`src/rtl/input_queue.sv`:
```
`default_nettype none
// ============================================================================
// Module   : input_queue
// Purpose  : Front-panel input queue. Synchronises and debounces the two
//            buttons, captures the switch value into a circular FIFO on each
//            push press, and serves entries to the CPU through a valid/ready
//            handshake with show-ahead data, sign/zero extension, a sticky
//            overflow flag and a flush button.
// Ports    : clk, rst      - clock, synchronous active-high reset
//            btn_i[1:0]    - raw buttons, [0] push, [1] flush
//            sw_i          - raw switch value
//            out_data_o    - extended head entry (0 when empty)
//            out_valid_o   - queue non-empty
//            out_ready_i   - consumer accepts head this cycle
//            count_o       - stored entries
//            full_o/empty_o/overflow_o - status flags
// Revision : 1.0 - initial release
// ============================================================================
module input_queue #(
   parameter int IN_WIDTH        = 4,
   parameter int DATA_WIDTH      = 16,
   parameter int DEPTH_LOG2      = 3,
   parameter int DEBOUNCE_CYCLES = 4,
   parameter int SIGN_EXT        = 0
) (
   input  logic                  clk,
   input  logic                  rst,
   input  logic [1:0]            btn_i,
   input  logic [IN_WIDTH-1:0]   sw_i,
   output logic [DATA_WIDTH-1:0] out_data_o,
   output logic                  out_valid_o,
   input  logic                  out_ready_i,
   output logic [DEPTH_LOG2:0]   count_o,
   output logic                  full_o,
   output logic                  empty_o,
   output logic                  overflow_o
);

   localparam int                CNT_W      = $clog2(DEBOUNCE_CYCLES + 1);
   localparam logic [CNT_W-1:0]  c_CNT_LAST = CNT_W'(DEBOUNCE_CYCLES - 1);
   localparam logic [DEPTH_LOG2:0] c_DEPTH  = (DEPTH_LOG2+1)'(1) << DEPTH_LOG2;

   // Two-flop synchronisers
   logic [1:0]          btn_s1_q, btn_s2_q;
   logic [IN_WIDTH-1:0] sw_s1_q,  sw_s2_q;

   always_ff @(posedge clk) begin
      if (rst) begin
         btn_s1_q <= '0;
         btn_s2_q <= '0;
         sw_s1_q  <= '0;
         sw_s2_q  <= '0;
      end else begin
         btn_s1_q <= btn_i;
         btn_s2_q <= btn_s1_q;
         sw_s1_q  <= sw_i;
         sw_s2_q  <= sw_s1_q;
      end
   end

   // One debouncer per button; press pulse fires on the edge db rises
   logic [1:0] w_press;

   for (genvar g = 0; g < 2; g++) begin : g_db
      logic             db_q;
      logic             press_q;
      logic [CNT_W-1:0] cnt_q;

      always_ff @(posedge clk) begin
         if (rst) begin
            db_q    <= 1'b0;
            press_q <= 1'b0;
            cnt_q   <= '0;
         end else begin
            press_q <= 1'b0;
            if (btn_s2_q[g] != db_q) begin
               if (cnt_q == c_CNT_LAST) begin
                  db_q    <= btn_s2_q[g];
                  press_q <= btn_s2_q[g];
                  cnt_q   <= '0;
               end else begin
                  cnt_q <= cnt_q + CNT_W'(1);
               end
            end else begin
               cnt_q <= '0;
            end
         end
      end

      assign w_press[g] = press_q;
   end

   // FIFO state
   logic [DEPTH_LOG2-1:0] wr_ptr_q, wr_ptr_d;
   logic [DEPTH_LOG2-1:0] rd_ptr_q, rd_ptr_d;
   logic [DEPTH_LOG2:0]   count_q,  count_d;
   logic                  ovf_q,    ovf_d;
   logic [IN_WIDTH-1:0]   mem_q [0:(1<<DEPTH_LOG2)-1];

   logic w_push, w_flush, w_pop, w_wr_en, w_full;

   assign w_push  = w_press[0];
   assign w_flush = w_press[1];
   assign w_full  = (count_q == c_DEPTH);
   assign w_pop   = (count_q != '0) && out_ready_i;

   always_comb begin
      wr_ptr_d = wr_ptr_q;
      rd_ptr_d = rd_ptr_q;
      count_d  = count_q;
      ovf_d    = ovf_q;
      w_wr_en  = 1'b0;
      if (w_flush) begin
         // Flush wins over any push or pop in the same cycle
         wr_ptr_d = '0;
         rd_ptr_d = '0;
         count_d  = '0;
         ovf_d    = 1'b0;
      end else begin
         // A pop frees the slot in the same cycle, so a full queue still accepts
         if (w_push && (!w_full || w_pop)) begin
            w_wr_en  = 1'b1;
            wr_ptr_d = wr_ptr_q + DEPTH_LOG2'(1);
         end else if (w_push) begin
            ovf_d = 1'b1;
         end
         if (w_pop) begin
            rd_ptr_d = rd_ptr_q + DEPTH_LOG2'(1);
         end
         case ({w_wr_en, w_pop})
            2'b10:   count_d = count_q + (DEPTH_LOG2+1)'(1);
            2'b01:   count_d = count_q - (DEPTH_LOG2+1)'(1);
            default: count_d = count_q;
         endcase
      end
   end

   always_ff @(posedge clk) begin
      if (rst) begin
         wr_ptr_q <= '0;
         rd_ptr_q <= '0;
         count_q  <= '0;
         ovf_q    <= 1'b0;
      end else begin
         wr_ptr_q <= wr_ptr_d;
         rd_ptr_q <= rd_ptr_d;
         count_q  <= count_d;
         ovf_q    <= ovf_d;
      end
   end

   // Storage carries no reset; stale contents are masked while empty
   always_ff @(posedge clk) begin
      if (w_wr_en) begin
         mem_q[wr_ptr_q] <= sw_s2_q;
      end
   end

   logic [IN_WIDTH-1:0]   w_head;
   logic [DATA_WIDTH-1:0] w_ext;

   assign w_head = mem_q[rd_ptr_q];

   if (DATA_WIDTH > IN_WIDTH) begin : g_ext
      logic w_fill;
      assign w_fill = (SIGN_EXT != 0) ? w_head[IN_WIDTH-1] : 1'b0;
      assign w_ext  = {{(DATA_WIDTH-IN_WIDTH){w_fill}}, w_head};
   end else begin : g_noext
      assign w_ext = w_head;
   end

   assign out_valid_o = (count_q != '0);
   assign out_data_o  = out_valid_o ? w_ext : '0;
   assign count_o     = count_q;
   assign full_o      = w_full;
   assign empty_o     = (count_q == '0);
   assign overflow_o  = ovf_q;

endmodule
`default_nettype wire

```
`config.mk`:
```
export PLATFORM = sky130hd
export DESIGN_NAME = input_queue
export DESIGN_NICKNAME = d
export VERILOG_FILES = /design/src/rtl/input_queue.sv
export SDC_FILE = /design/constraint.sdc
export NUM_CORES = 1
export LEC_CHECK = 0
export BUFFER_PORTS_ARGS = -buffer_cell sky130_fd_sc_hd__buf_4
export CAP_MARGIN = 5
export CORE_MARGIN = 5
export CORE_UTILIZATION = 40
export DETAILED_ROUTE_END_ITERATION = 6
export HOLD_SLACK_MARGIN = 0.1
export PLACE_DENSITY_LB_ADDON = 0.1
export RECOVER_POWER = 50
export SLEW_MARGIN = 40
export SYNTH_ARGS = -nofsm -noshare
export SYNTH_HDL_FRONTEND = slang
export SYNTH_SLANG_ARGS = --single-unit
```
`constraint.sdc`:
```
create_clock -name clk -period 2.7 [get_ports clk]
set_input_delay 0.675 -clock clk [delete_from_list [all_inputs] [get_ports clk]]
set_output_delay 0.675 -clock clk [all_outputs]
set_load 0.03 [all_outputs]
```
==> results of run 1 <==
## worst paths after layout
check	start	endpoint	slack [ns]	depth (start not counted)
setup / recovery	count_o[0]	count_o[2]	0.18	9
hold / removal	g_db[0].cnt_q[0]	g_db[0].cnt_q[0]	0.42	1
setup reg to reg	count_o[0]	count_o[2]	0.18	9
hold reg to reg	g_db[0].cnt_q[0]	g_db[0].cnt_q[0]	0.42	1
## report_power, final
group / internal, uW / switching [uW] / leakage, uW
clock network: 424 / 355 / 0.0000971
logic: 13.6 / 35.3 / 0.000480
registers: 1080 / 6.97 / 0.000550
## repair_timing
action | in CTS | in global routing
hold buffers | 0 | 0
setup endpoints to repair | 0 | 1
gates resized for setup | 0 | 2
## metal layers
metal | part of all wire, % | wire [microns] | vias to the layer above | GRT usage, %
met2 | 48 | 2063 | 24 | 17.28
met1 | 46 | 1973 | 715 | 13.77
met4 | 2.7 | 116 | 0 | 7.692
met3 | 3.6 | 155 | 11 | 3.168
li1 | - | - | 764 | -
met5 | 0 | 0 | - | 0
## cells by family after synthesis
group | Yosys count | synth area share (%)
flip-flops | 68 | 61.40
AND/OR/NAND/NOR | 68 | 12.79
adder cells (fa/ha/maj) | 9 | 4.112
multiplexers | 16 | 9.502
buffers and inverters | 27 | 5.711
AO/OA/AOI/OAI | 13 | 3.518
other | 1 | 0.1369
XOR/XNOR | 8 | 2.833
## sequential cells by signal, summed over array words and instances, names as in the netlist, named ones only
signal        flops
rd_ptr_q          3
count_o           4
sw_s1_q           4
overflow_o        1
g_db.db_q         2
btn_s1_q          2
sw_s2_q           4
mem_q            32
btn_s2_q          2
g_db.cnt_q        6
g_db.press_q      2
wr_ptr_q          3
## cells in the mapped netlist (all sizes together)
cell type	count
a21oi	5
a32o	1
buf	15
clkbuf	5
conb	1
dfxtp	36
edfxtp	32
ha	9
inv	7
mux2i	8
mux4	8
nand2	8
nand2b	1
nand3	3
nand3b	1
nor2	30
nor2b	12
nor3b	1
nor4	2
nor4bb	2
o211ai	2
o21ai	4
o22ai	1
or2	2
or3	4
or4	1
or4b	1
xnor2	2
xor2	6
## cell type report
type | count | area [sq um] | share of cell area (%)
Clock buffer | 11 | 131.4 | 4.202
Clock inverter | 5 | 53.80 | 1.721
Inverter | 7 | 26.28 | 0.8403
Multi-Input combinational cell | 126 | 948.4 | 30.33
Sequential cell | 68 | 1683 | 53.82
Tap cell | 80 | 100.1 | 3.201
Timing Repair Buffer | 25 | 183.9 | 5.882
## stage by stage
stage / hold slack (ns) / power [uW] / setup WS, ns / cells
detailed placement: 0.4169 / 1164 / 0.1944 / 306
CTS: 0.4269 / 1962 / 0.1602 / 322
global route: 0.4532 / 2005 / 0.04030 / 322
global placement: 0.4083 / 1164 / 0.2316 / 306
finish: 0.4195 / 1918 / 0.1840 / 322
floorplan: 0.3990 / 1162 / 0.05707 / 221
==> metrics.txt, run 1 <==
PortBufs=20; crit path buf inv count=0; post-route cell area=between 3000 and 4000 sq um; Initial Util=approximately two fifths; Worst VDD drop=0.0004006 V; synth top area cells=edfxtp_1, dfxtp_1, mux4_2; P_leak=0.001126 uW; TritonCTS clock tree=yes; Fill cells=~630; leading area contributor after synthesis=edfxtp_1; DRT antenna net count=0; # clock sinks=68; post-CTS setup repair buffer count=0; vias=1514; Area Growth Syn to Fin=14.16%; drt initial violations=60; IO Count=33; sequential share of the synthesized area=roughly three fifths; number of nets in the layout=255; Worst-path clk slew=~0.06 ns; CP max FO=7; Tightest Hold Check Type=reg2reg; Setup crit start kind=flip-flop; WL/cell=roughly 13 microns; maxcap violations=0; CP arrival=2.77 ns; setup TNS=0 ns; total die area=~8600 sq um; Setup Skew=between 0.005 and 0.006 ns; CP max stage delay=between 0.6 and 0.7 ns; first-pass GRT wire length=7245 microns; Critical-path top delay cell=or4b_4; commonest non-fill, non-tap cell in the layout=dfxtp_1; Final HPWL DP=around 3100 microns; layout cell share with drive strength beyond 1=23.14%; Slew headroom=a little over two fifths; number of H-tree levels=3; final hold violations=0; DRC=0; crit path kind=reg2reg; FMAX=a little under 400 MHz; number of cell rows=30; Mapped Area=about 2700 sq um; CP Cell Sequence=or4b_4, o21ai_4, ha_2, xor2_1, ha_1, a21oi_1, xor2_1, or3_1, a21oi_1; Max Transition Viols Final=0; Unique masters post-synth=37; Least-Margin Pin Slew=between 0.8 and 0.9 ns; Core Area=~6700 sq um; outcome=complete, no violations; Worst Path Required=approximately 3.0 ns; Final setup viols=0; GP Congestion=between 0.6 and 0.7; Congestion Overflow GR=0; Clock Path Buffers=2; Die Y=92.75 microns; endpoint class of the critical path=flip-flop; Syn Area/Cell=~13 sq um; area of placed instances=roughly 2900 sq um; WL final=4309 microns; vias in the first global route=~1500; clock root buffer master=clkbuf_8; die width=between 90 and 100 microns; Synth Register Bits=a little under 70; post-synth top area share=around a third; vias per cell=4.702; initial antenna violation count=0; synth warn=0; CP top delay family=simple AND/OR/NAND/NOR gates; Mapped Cells=210; most frequent cells in the layout=dfxtp_1, edfxtp_1, nor2_1, buf_4; post-layout util=46.54%; Num CTS Buffers=9; antenna cells=0; RSZ-0062 raised after global routing=no; largest net degree at the start of global routing=22; gr usage total=about 11%; Worst-Skew Late Latency=0.33 ns; total power density per cell area=between 600 and 700 nW/um^2; DRT Pass-1 Iters=4; post-layout min period=2.516 ns; fin crit share=roughly 93%
(Power assumes the default switching activity.)
==> run 2, diff against run 1 <==
clock period = 2.4 ns   (was 2.7 ns; I/O delays follow)
==> run 2 against run 1 <==
  * Worst setup slack worse by 0.10 ns
  * Combinational power grew 13%
  * Clock power up 5.8%
  * Non-clock buffer count is 1 higher
  * Global-route usage is essentially flat
  * Worst hold slack improved by 0.0047 ns
  * Clock skew rose by 0.0021 ns
  * Via count up 1.2%
  * Sequential cell count unchanged
  * Die area is the same
  * Highest routed layer unchanged
  * Sequential power is 13% higher
==> metrics.txt, run 2 (synthesis gave the netlist of run 1 again) <==
outcome=complete, no violations; pre-CTS setup slack=0.09206 ns; Slew headroom=~46%; CP arrival=between 2 and 3 ns; number of nets in the layout=256; fin crit share=slightly below 100%; drt initial violations=24; most frequent cells in the layout=edfxtp_1, dfxtp_1, nor2_1, buf_4; register with the most flip-flops=mem_q; vias=1532; gr usage total=between 10% and 20%; Initial Util=a little over 40%; number of cell rows=30; Worst Path Required=2.66 ns; CP max FO=9; Comb pwr share=approximately 2.6%; post-layout util=47.21%; total power density per cell area=663.2 nW/um^2; RSZ-0062 raised after global routing=yes; Num CTS Buffers=9; Worst-path clk slew=~0.070 ns; Least-Margin Pin Slew=~0.82 ns; HP Start=g_db[0].cnt_q[0]; Core Area=approximately 6700 sq um; beginning of the critical path=count_o[1]; DRC=0; Clock power frac=39.1%; Setup Skew=0.007225 ns; first-pass GRT wire length=around 7200 microns; Max Transition Viols Final=0; Area Growth Syn to Fin=15.81%; DRT Pass-1 Iters=4; FMAX=between 400 and 500 MHz; vias in the first global route=about 1400; GP Congestion=just over 0.7; switch share=roughly a quarter; worst r2r src=count_o[1]; Placed Cells=between 300 and 400; total die area=about 8600 sq um; area of placed instances=just under 3000 sq um; post-route cell area=roughly 3200 sq um; Flop pwr share=~58%; WL/cell=13.42 microns; Fill cells=616; WL final=approximately 4300 microns; # clock sinks=approximately 70; vias per cell=approximately 4.7; number of H-tree levels=3; wl on met1=~2000 microns; layout cell share with drive strength beyond 1=around 28%; Met2 Wirelength=between 2000 and 2500 microns; Worst VDD drop=roughly 0.00028 V; final setup margin=approximately 0.082 ns; largest net degree at the start of global routing=22; post-layout min period=between 2 and 2.5 ns; final hold violations=0; Int Pwr=about 1600 uW; Final HPWL DP=~3100 microns; Storage cell area=between 1500 and 2000 sq um; total power=2104 uW; non-filler cells, final=323; Die Y=92.75 microns; Tightest Hold Check Type=reg2reg; endpoint class of the critical path=flip-flop; DRT antenna net count=0; TritonCTS clock tree=yes; PortBufs=20; clock root buffer master=clkbuf_8; Clock Path Buffers=2; CTS Hold Bufs=0; commonest non-fill, non-tap cell in the layout=edfxtp_1; Psw=just under 500 uW; Setup crit start kind=flip-flop; max reg flops=32; antenna cells=0; crit path kind=reg2reg; maxcap violations=0; top layer in use=met4; IO Count=33; Multi-input gate area=approximately 980 sq um; Final setup viols=0; initial antenna violation count=0; P_leak=0.001128 uW; met3 WL=slightly above 200 microns; Congestion Overflow GR=0; Largest regs=mem_q: 32 flops, g_db.cnt_q: 6 flops; Worst-Skew Late Latency=roughly 0.34 ns; die width=approximately 90 microns
-- run 2: cell count changes in the layout (fill, tap and decap cells not counted), moves of 2 or more --
cell        delta
clkbuf_1       -2
clkinvlp_4     +2
dfxtp_1        -4
dfxtp_2        +3
-- run 2: critical path, cell delays in order (launching register included) --
cell	delay (ns)
dfxtp_4	0.38
or4b_4	0.57
o21ai_4	0.17
ha_4	0.19
xor2_1	0.15
ha_2	0.19
a21oi_2	0.03
xor2_1	0.14
or3_1	0.31
a21oi_1	0.12
-- run 2: final cells by class --
class,instances,area share (%)
flip-flops and latches,68,53.29
well taps,80,3.156
inverters,7,0.8284
multi-input cells,126,30.77
clock buffers,9,3.905
repair buffers,26,6.430
clock inverters,7,1.617
-- run 2: worst paths after layout --
| check | slack (ns) | cells after the start | end |
|---|---|---|---|
| min reg2reg | 0.42 | 1 | g_db[0].cnt_q[0] |
| max reg2reg | 0.08 | 9 | count_o[2] |
| min | 0.42 | 1 | g_db[0].cnt_q[0] |
| max | 0.08 | 9 | count_o[2] |
-- run 2: stage by stage --
stage,hold WS [ns],setup TNS [ns]
detailed placement,0.4127,0
CTS,0.4290,0
global placement,0.4108,0
global route,0.4418,-0.03459
finish,0.4242,0
floorplan,0.3990,-0.006651
-- run 2: power groups by stage --
stage	clock network [uW]	logic, uW	registers, uW
global placement	0	56.8	1250
detailed placement	0	57.1	1250
CTS	858	57.2	1230
floorplan	0	56.7	1250
finish	823	55.6	1230
global route	913	61.2	1230
-- run 2: what timing repair did --
item,in CTS,in global routing
endpoints found under the setup margin,2,5
pin swaps,0,1
hold endpoints to repair,0,0
cloned,0,0
gates resized for setup,1,4
buffers inserted,0,1
-- run 2: routing by layer --
metal	up-vias	global-route usage (%)
met5	-	0
li1	771	-
met1	725	13.32
met4	0	7.326
met3	10	3.899
met2	26	17.58
==> run 3, diff against run 2 <==
PLACE_DENSITY = 0.66   (was default)
PLACE_DENSITY_LB_ADDON = default   (was 0.1)
==> run 3 against run 2 <==
  * Non-clock buffer count increased by 5
  * Worst setup slack got worse by 0.030 ns
  * Sequential power about the same
  * Critical path depth decreased by 4
  * Clock-buffer cell count increased by 1
  * Sequential share of layout area decreased by 0.91 points
==> metrics.txt, run 3 (synthesis gave the netlist of run 1 again) <==
DRT Pass-1 Iters=4; post-layout min period=~2.3 ns; DRT antenna net count=0; largest net degree at the start of global routing=22; # clock sinks=68; Setup crit start kind=flip-flop; grt met3 use=4.143%; post-layout util=47.99%; maxcap violations=0; antenna cells=0; Comb pwr share=2.6%; Clock power frac=around two fifths; WL/cell=13.26 microns; total power density per cell area=just under 700 nW/um^2; register with the most flip-flops=mem_q; number of nets in the layout=approximately 260; CP max FO=8; GR Util met2=~18%; RSZ-0062 raised after global routing=yes; non-filler cells, final=roughly 330; GR peak layer=met2; vias per cell=approximately 4.6; layout cell share with drive strength beyond 1=28.63%; initial antenna violation count=0; number of H-tree levels=3; Core Area=about 6700 sq um; gr usage total=between 10% and 20%; Num CTS Buffers=9; Psw=about 470 uW; max reg flops=32; Die Y=roughly 93 microns; GP Congestion=approximately 0.73; Initial Util=roughly two fifths; TritonCTS clock tree=yes; drt initial violations=between 60 and 70; CP arrival=approximately 1.8 ns; switch share=between 20% and 30%; Final HPWL DP=about 3100 microns; Clock Path Buffers=2; WL final=4349 microns; FMAX=roughly 430 MHz; Fill cells=599; Largest regs=mem_q: 32 flops, g_db.cnt_q: 6 flops; number of cell rows=30; PortBufs=20; DRC=0; Worst VDD drop=about 0.00051 V; endpoint class of the critical path=primary output; Congestion Overflow GR=0; Setup Skew=0.005375 ns; total die area=8602 sq um; final hold violations=0; first-pass GRT wire length=roughly 7000 microns; Flop pwr share=56.2%; Worst Path Required=between 1.5 and 2 ns; most frequent cells in the layout=dfxtp_1, edfxtp_1, nor2_1, buf_4; Placed Cells=between 300 and 400; outcome=complete, no violations; Least-Margin Pin Slew=slightly above 0.8 ns; Int Pwr=between 1500 and 2000 uW; Final setup viols=0; Slew headroom=~45%; Worst-path clk slew=0.07 ns; crit path kind=reg2out; met1 usage=between 10% and 20%; clock root buffer master=clkbuf_8; P_leak=between 0.001 and 0.0015 uW; fin crit share=a little over nine tenths; vias=~1500; die width=approximately 90 microns; Area Growth Syn to Fin=17.72%; Max Transition Viols Final=0; Worst-Skew Late Latency=0.33 ns; IO Count=33; vias in the first global route=1412; Tightest Hold Check Type=reg2reg
[run 3: cell type report]
class                      instances  area [sq um]  area share (%)
tap                               80         100.1           3.104
clock buffer                      10         127.6           3.958
clock inverter                     6         63.81           1.979
inverter                           7         26.28          0.8149
multi-input combinational        126         975.9           30.27
sequential                        68          1689           52.39
timing repair buffer              31         241.5           7.489
[run 3: layer usage]
layer / wire [microns] / vias to the layer above
li1: - / 774
met1: 1902 / 717
met2: 2208 / 26
met3: 179 / 8
met4: 59 / 0
met5: 0 / -
[run 3: stage by stage]
stage / hold WS (ns) / cell area [sq um] / setup slack, ns / total power [uW] / TNS [ns]
floorplan: 0.3990 / 2824 / -0.006651 / 1306 / -0.006651
global placement: 0.4089 / 2957 / 0.1352 / 1308 / 0
detailed placement: 0.4120 / 2963 / 0.08336 / 1309 / 0
CTS: 0.4228 / 3159 / 0.007949 / 2210 / 0
global route: 0.4452 / 3224 / -0.02504 / 2277 / -0.02504
finish: 0.4189 / 3224 / 0.05192 / 2179 / 0
[run 3: worst paths after layout]
check	startpoint	to	slack (ns)	cells past startpoint
worst max register to register	count_o[0]	count_o[2]	0.09	10
worst max-delay path	flip-flop	out_data_o[3]	0.05	5
worst min-delay path	g_db[0].cnt_q[0]	g_db[0].cnt_q[0]	0.42	1
worst min register to register	g_db[0].cnt_q[0]	g_db[0].cnt_q[0]	0.42	1
[run 3: repair_timing]
item                                    in CTS  in global routing
endpoints found under the setup margin       3                  3
pin swaps                                    0                  3
setup buffers                                0                  8
resized for setup                            2                  2
hold buffers                                 0                  0
[run 3: critical path: stages, from the launching register on]
cell and delay [ns]:
dfxtp_2 0.34, buf_12 0.14, mux4_2 0.51, mux2i_1 0.19
nor2_1 0.07, buf_4 0.17
[run 3: power by group through the flow]
stage / sequential (uW) / clock (uW) / combinational, uW
floorplan: 1250 / 0 / 56.7
global placement: 1250 / 0 / 56.6
detailed placement: 1250 / 0 / 56.8
CTS: 1230 / 927 / 57.2
global route: 1230 / 988 / 61.7
finish: 1230 / 897 / 55.9
